`config.mk`:
```
export PLATFORM = sky130hd
export DESIGN_NAME = pipe_hazard_ctrl
export DESIGN_NICKNAME = d
export VERILOG_FILES = /design/src/rtl/pipe_hazard_ctrl.sv
export SDC_FILE = /design/constraint.sdc
export NUM_CORES = 1
export LEC_CHECK = 0
export CAP_MARGIN = 10
export CORE_MARGIN = 2
export CORE_UTILIZATION = 42
export DETAILED_ROUTE_END_ITERATION = 8
export MAX_ROUTING_LAYER = met4
export PLACE_DENSITY = 0.85
export SYNTH_ARGS = -nofsm -noshare
export SYNTH_HDL_FRONTEND = slang
export SYNTH_SLANG_ARGS = --single-unit
```
`constraint.sdc`:
```
create_clock -name clk -period 2.4 [get_ports clk]
set_input_delay 0.36 -clock clk [delete_from_list [all_inputs] [get_ports clk]]
set_output_delay 0.36 -clock clk [all_outputs]
set_load 0.1 [all_outputs]
```
`src/rtl/pipe_hazard_ctrl.sv`:
```
// Pipeline hazard controller: load bubbles, branch flush, ECALL halt and multi-cycle MDU busy.
// Optional macro PIPE_HAZARD_DIV_LAT_EN gives divides their own DIV_LAT latency.
module pipe_hazard_ctrl #(
    parameter int unsigned LOAD_NOP_CYC = 1,
    parameter int unsigned FLUSH_CYC    = 1,
    parameter int unsigned MUL_LAT      = 6,
    parameter int unsigned DIV_LAT      = 16,
    parameter int unsigned CW           = 5
) (
    input  logic       clk,
    input  logic       rst,
    input  logic       wake,
    input  logic       stall,
    input  logic       branch_taken,
    input  logic [6:0] opcode,
    input  logic [2:0] funct3,
    input  logic [6:0] funct7,
    output logic       nop,
    output logic       halt,
    output logic       flush,
    output logic       mdu_busy,
    output logic [2:0] state
);

    typedef enum logic [2:0] {
        StWork  = 3'b000,
        StNop   = 3'b010,
        StHalt  = 3'b011,
        StFlush = 3'b100,
        StMdu   = 3'b101
    } state_e;

    localparam logic [6:0] OpLoad  = 7'b0000011;
    localparam logic [6:0] OpEcall = 7'b1110011;
    localparam logic [6:0] OpReg   = 7'b0110011;
    localparam logic [6:0] F7Mdu   = 7'b0000001;

`ifdef PIPE_HAZARD_DIV_LAT_EN
    localparam bit DivLatEn = 1'b1;
`else
    localparam bit DivLatEn = 1'b0;
`endif

    // Counter holds (length - 1); a length of 2^CW therefore loads all-ones.
    localparam logic [CW-1:0] NopLen   = CW'(LOAD_NOP_CYC - 1);
    localparam logic [CW-1:0] FlushLen = CW'(FLUSH_CYC - 1);
    localparam logic [CW-1:0] MulLen   = CW'(MUL_LAT - 1);
    localparam logic [CW-1:0] DivLen   = CW'(DIV_LAT - 1);

    state_e        state_q, state_d;
    logic [CW-1:0] cnt_q, cnt_d;
    logic          is_mdu;
    logic          is_div;
    logic [CW-1:0] mdu_len;
    logic          cnt_zero;
    logic          unused_funct3;

    assign is_mdu        = (opcode == OpReg) && (funct7 == F7Mdu);
    assign is_div        = funct3[2];
    assign mdu_len       = (is_div && DivLatEn) ? DivLen : MulLen;
    assign cnt_zero      = (cnt_q == '0);
    assign unused_funct3 = ^funct3[1:0];

    always_ff @(posedge clk) begin
        if (rst) begin
            state_q <= StWork;
            cnt_q   <= '0;
        end else begin
            state_q <= state_d;
            cnt_q   <= cnt_d;
        end
    end

    always_comb begin
        state_d = state_q;
        cnt_d   = cnt_q;
        unique case (state_q)
            StWork: begin
                if (!stall) begin
                    if (branch_taken) begin
                        state_d = StFlush;
                        cnt_d   = FlushLen;
                    end else if (opcode == OpLoad) begin
                        state_d = StNop;
                        cnt_d   = NopLen;
                    end else if (opcode == OpEcall) begin
                        state_d = StHalt;
                    end else if (is_mdu) begin
                        state_d = StMdu;
                        cnt_d   = mdu_len;
                    end
                end
            end
            StNop, StMdu: begin
                if (!stall) begin
                    if (cnt_zero) state_d = StWork;
                    else          cnt_d   = cnt_q - CW'(1);
                end
            end
            // Flush must always drain, so stall is deliberately not consulted.
            StFlush: begin
                if (cnt_zero) state_d = StWork;
                else          cnt_d   = cnt_q - CW'(1);
            end
            StHalt: begin
                if (!stall && wake) state_d = StWork;
            end
            default: begin
                state_d = StWork;
                cnt_d   = '0;
            end
        endcase
    end

    always_comb begin
        nop      = (state_q == StNop);
        halt     = (state_q == StHalt);
        flush    = (state_q == StFlush);
        mdu_busy = (state_q == StMdu);
        state    = state_q;
    end

endmodule

```
==> results.yml, run 1 <==
timing:
  finClkSkew_ns: 0.00359
  finalHoldViolCount: 0
  tightest_slew_ns: 0.348
  setup_violations: 0
  fmax_mhz: 536
  maxSlewViolCount: 0
  min_period_over_period_pct: 77.7
  period_needed_ns: 1.87
  rsz0062_at_grt: "no"
  timing.slew.headroom_pct: 76.7
synth:
  ys_seq_elements: 8
  yosysUniqueCellTypes: 47
  netlist_instances: 92
  yosysTopAreaCellShare_pct: 22.5
  synthTopCellsByCount: "nor2_1 (11), dfxtp_1 (8), a21oi_1 (6), nand2_1 (6)"
  synth_most_common_cell: "nor2_1"
  avgSynthCellArea_um2: 7.74
  synth_area_leaders: "dfxtp_1 (22%), nor2_1 (5.8%), a21oi_1 (4.2%), nand2b_1 (3.5%), nand2_1 (3.2%)"
  synth_area_um2: 712
  synth_ff_type: "dfxtp_1"
  synthArstFlopShare_pct: 0
  yosys_warnings: 0
  synth-seq-area-share_pct: 22.5
  syn-num-nets: 115
  synth_enable_flop_cells: 0
  yosysTopAreaCell: "dfxtp_1"
setup_path:
  critPathSlowestCell: "or3b_1"
  cpPeakStageDelay_ns: 0.44
  path_buf_inv: 1
  cp_top_family: "simple AND/OR/NAND/NOR gates"
  crit_fanout: 5
  cp.arrival_ns: 2.01
  worst_setup_path_start_kind: "flip-flop"
  path_cells: "inv_1, ha_1, or3b_1, o22ai_1, nand4_1, a2111oi_1"
  endpoint_kind: "flip-flop"
  criticalPathCategory: "reg2reg"
  cp.required_ns: 2.55
place:
  io_buffer_count: 25
  dpl.hpwl_mm: 1.46
  placed_area_um2: 961
  placedCellCount: 129
  gp_congestion: 0.791
floorplanning:
  rows: 14
  io_pins: 29
  die_h_um: 45.2
  start_util_pct: 46.2
  core_mm2: 0.00154
  die-area_mm2: 0.00204
  die_x_um: 45.2
pwr:
  combPwrFrac_pct: 46.0
  peakVddDrop_mv: 0.313
  p_int_uw: 312
  power.density_mw_per_mm2: 535
  netSwitchingPower_uw: 216
  swShare_pct: 40.9
  power.share.sequential_pct: 31.7
  pwr-share-clk_pct: 22.3
  leakagePower_uw: 0.000375
global_routing:
  grt_pass1_wl_mm: 2.99
  antenna_found_initial: 0
  grt_overflow: 0
  grt_use_met3_pct: 7.60
  track_usage_pct: 20.6
  grt_max_degree: 17
  met2_usage_pct: 38.0
  grt_use_met1_pct: 22.0
  grt_pass1_vias: 738
  busiest_layer: "met2"
clock_network:
  post_cts_resized: 0
  htreeDepth: 1
  cts-root-buf: "clkbuf_4"
  cts_buffers: 3
  cts_setup_buffers: 0
  cts_tree: "yes"
  clockBufferDepth: 2
  insertion_delay_ns: 0.26
  clock-sinks: 8
  hold_buffers: 0
  cts.clk_slew.worst_paths_ns: 0.06
run:
  maxCapViolations: 0
final_layout:
  insertedDiodeCount: 0
  fin_area_um2: 987
  syn_to_final_growth_pct: 38.7
  nets: 141
  drive_gt1_share_pct: 21.4
  stdcell_count: 133
detailed_routing:
  drtPass1Iterations: 4
  vias: 774
  drcViolationCount: 0
  detail_route.wl_per_cell_um: 13.8
  wl_mm: 1.83
  drt.antenna.violating_nets: 0
  viasPerCell: 5.82
  drt_iter0_drc: 20
status:
  status: "finished clean"
hold_path:
  min_path_type: "reg2reg"
per-stage QoR:
| step | hold slack, ns | worst slack (ns) | util (%) | setup TNS [ns] | power, µW |
|---|---|---|---|---|---|
| final | 0.494 | 0.535 | 64.0 | 0 | 528 |
| after global routing | 0.507 | 0.368 | 64.0 | 0 | 564 |
| after CTS | 0.494 | 0.540 | 64.0 | 0 | 530 |
| after detailed placement | 0.485 | 0.364 | 62.3 | 0 | 412 |
| after global placement | 0.478 | 0.358 | 62.3 | 0 | 403 |
| after floorplan | 0.454 | -0.0541 | - | -0.0541 | 342 |
final cells by class:
cell class | count | area (µm²)
flip-flops and latches | 8 | 166
multi-input cells | 75 | 519
inverters | 4 | 15.0
repair buffers | 26 | 240
fillers | 144 | 554
well taps | 16 | 20.0
clock buffers | 4 | 26.3
layout by cell type (no fill, tap or decap), drive strengths merged, types with 2 or more instances in the layout:
cell type and n:
clkdlybuf4s50 18, nand2b 4, nor2b 2, nand4b 2, and2 3, clkbuf 4, a22oi 2, nor2 11
dfxtp 8, o22ai 2, buf 8, and2b 2, nor3b 3, inv 4, nor3 3, o21ai 5
nand2 6, a211oi 2, a21oi 6
worst paths after layout:
kind                               start  endpoint  slack (ns)  cells after the start
worst max register to register  cnt_q[0]  state[0]        0.53                      6
worst max-delay path            cnt_q[0]  state[0]        0.53                      6
worst min register to register  cnt_q[4]  cnt_q[4]        0.49                      2
worst min-delay path            cnt_q[4]  cnt_q[4]        0.49                      2
worst register-to-register path, cell delays in order, from the launching register on:
cell and delay [ns]:
dfxtp_1 0.32, inv_1 0.09, ha_1 0.19, or3b_1 0.44, o22ai_1 0.16, nand4_1 0.17, a2111oi_1 0.39
sequential cells by signal, indices dropped and copies added, names as in the netlist:
register	flops
cnt_q	5
state	3
kinds of logic (layout without fill, tap and decap cells):
| family | count (synthesis) | in the layout | share of synthesized area [%] |
|---|---|---|---|
| AND/OR/NAND/NOR | 47 | 47 | 41.8 |
| AO/OA/AOI/OAI | 27 | 27 | 28.5 |
| buffers and inverters | 9 | 34 | 5.45 |
| flip-flops | 8 | 8 | 22.5 |
| adder cells (fa/ha/maj) | 1 | 1 | 1.76 |
power groups by stage:
stage	combinational [µW]	clock [µW]	sequential, µW
3_3_place_gp	234	0	169
3_5_place_dp	242	0	170
6_report	243	118	168
5_1_grt	265	129	171
4_1_cts	243	120	167
2_1_floorplan	155	0	188
layer usage:
layer  up-vias  share of wire [%]
li1        391                  -
met1       359                 42
met2        24                 51
met3         0                6.7
met4         0                  0
met5         -                  0
Power figures use the tool's default switching activity.
==> inputs of run 2 (changes only) <==
==> constraint.sdc (replaced) <==
create_clock -name clk -period 1.9 [get_ports clk]
set_input_delay 0.285 -clock clk [delete_from_list [all_inputs] [get_ports clk]]
set_output_delay 0.285 -clock clk [all_outputs]
set_load 0.1 [all_outputs]
==> run 2 against run 1 <==
  * Setup slack worse by 0.47 ns
  * Sequential power up 21%
  * First-iteration DRC count down 25%
  * Final cell count up 3.8%
  * Die area unchanged
  * Core utilization up 9.0 points
  * Count of clock-buffer cells in the layout unchanged
  * Register-to-register slack worse by 0.47 ns
  * Power up 42%
  * Critical path depth up 2
  * Sequential cell count unchanged
==> results.yml, run 2 (synthesis gave the netlist of run 1 again) <==
status:
  status: "finished clean"
timing:
  fmax_mhz: 545
  rsz0062_at_grt: "no"
  period_needed_ns: 1.83
  holdWs_ns: 0.506
  finalHoldViolCount: 0
  setup_violations: 0
  setup_slack_ns: 0.0666
  maxSlewViolCount: 0
  min_period_over_period_pct: 96.5
  timing.slew.headroom_pct: 75.7
  tightest_slew_ns: 0.361
  finClkSkew_ns: 0.0120
  fin_tns_setup_ns: 0
place:
  dpl.hpwl_mm: 1.49
  gp_congestion: 0.862
  pre_cts_slack_ns: -0.115
  io_buffer_count: 25
  placed_area_mm2: 0.00106
final_layout:
  insertedDiodeCount: 0
  fillCellCount: 110
  syn_to_final_growth_pct: 58.2
  final_cell_mix: "clkdlybuf4s50_1 (18), nor2_1 (11), buf_4 (7)"
  largest_register_ff_count: 5
  nets: 146
  top_register: "cnt_q"
  fin_area_mm2: 0.00113
  layout_commonest_cell: "clkdlybuf4s50_1"
  drive_gt1_share_pct: 31.1
setup_path:
  worst_setup_path_start_kind: "flip-flop"
  endpoint_kind: "flip-flop"
  cp.arrival_ns: 1.95
  criticalPathCategory: "reg2reg"
  worst_r2r_path_depth: 8
  cp.required_ns: 2.02
  crit_fanout: 5
floorplanning:
  rows: 14
  core_mm2: 0.00154
  io_pins: 29
  die_h_um: 45.2
  die-area_mm2: 0.00204
  die_x_um: 45.2
  start_util_pct: 46.2
clock_network:
  clock-sinks: 8
  insertion_delay_ns: 0.26
  htreeDepth: 1
  cts_tree: "yes"
  cts-root-buf: "clkbuf_4"
  clockBufferDepth: 2
  cts_buffers: 3
  cts.clk_slew.worst_paths_ns: 0.06
hold_path:
  min_path_cells: 2
  min_path_type: "reg2reg"
detailed_routing:
  drtPass1Iterations: 4
  drt_iter0_drc: 15
  vias: 837
  wl_mm: 1.88
  detail_route.wl_per_cell_um: 13.6
  viasPerCell: 6.07
  drt.antenna.violating_nets: 0
  drcViolationCount: 0
global_routing:
  track_usage_pct: 21.2
  antenna_found_initial: 0
  grt_max_degree: 16
  grt_overflow: 0
  grt_pass1_vias: 827
  grt_pass1_wl_mm: 3.15
run:
  maxCapViolations: 0
pwr:
  leakagePower_uw: 0.000420
  peakVddDrop_mv: 0.411
  total_power_uw: 748
  power.density_mw_per_mm2: 664
run 2: worst paths after layout:
path / startpoint / to / slack [ns]
setup reg to reg: cnt_q[0] / cnt_q[2] / 0.07
setup / recovery: cnt_q[0] / cnt_q[2] / 0.07
hold reg to reg: cnt_q[4] / cnt_q[4] / 0.51
hold / removal: cnt_q[4] / cnt_q[4] / 0.51
run 2: layout make-up:
cell class | count | area [µm²] | area share (%)
inverters | 4 | 15.0 | 1.33
flip-flops and latches | 8 | 170 | 15.1
multi-input cells | 75 | 551 | 48.9
repair buffers | 31 | 344 | 30.6
well taps | 16 | 20.0 | 1.78
clock buffers | 4 | 26.3 | 2.33
run 2: routing by layer:
layer | up-vias | GRT usage (%) | share of wire [%]
li1 | 404 | - | -
met5 | - | - | 0
met3 | 5 | 1.20 | 5.5
met4 | 0 | 11.8 | 1.6
met1 | 385 | 22.8 | 41
met2 | 43 | 38.0 | 52
run 2: what timing repair did:
item | 4_1_cts | 5_1_grt
hold buffers | 0 | 0
buffers inserted | 1 | 0
endpoints found under the setup margin | 1 | 3
resized for setup | 6 | 2
pin swaps | 2 | 2
cloned | 0 | 0
run 2: critical path, stage by stage (launching register included):
cell and delay, ns:
dfxtp_2 0.33, inv_2 0.08, ha_4 0.13, or3b_4 0.38
buf_6 0.14, o22a_4 0.23, o22ai_4 0.15, o21bai_1 0.15
a21oi_1 0.10
run 2: report_power, final:
| group | leakage, µW | switching (µW) | total (µW) | internal (µW) |
|---|---|---|---|---|
| Clock | 0.0000150 | 64.8 | 146 | 80.7 |
| Combinational | 0.000337 | 205 | 398 | 193 |
| Sequential | 0.0000674 | 19.2 | 204 | 185 |
run 2: through the flow:
| stage | util, % | std cells |
|---|---|---|
| final | 73.1 | 138 |
| after global routing | 73.1 | 138 |
| after CTS | 72.1 | 138 |
| after detailed placement | 68.8 | 133 |
| after global placement | 68.8 | 133 |
| after floorplan | - | 92 |
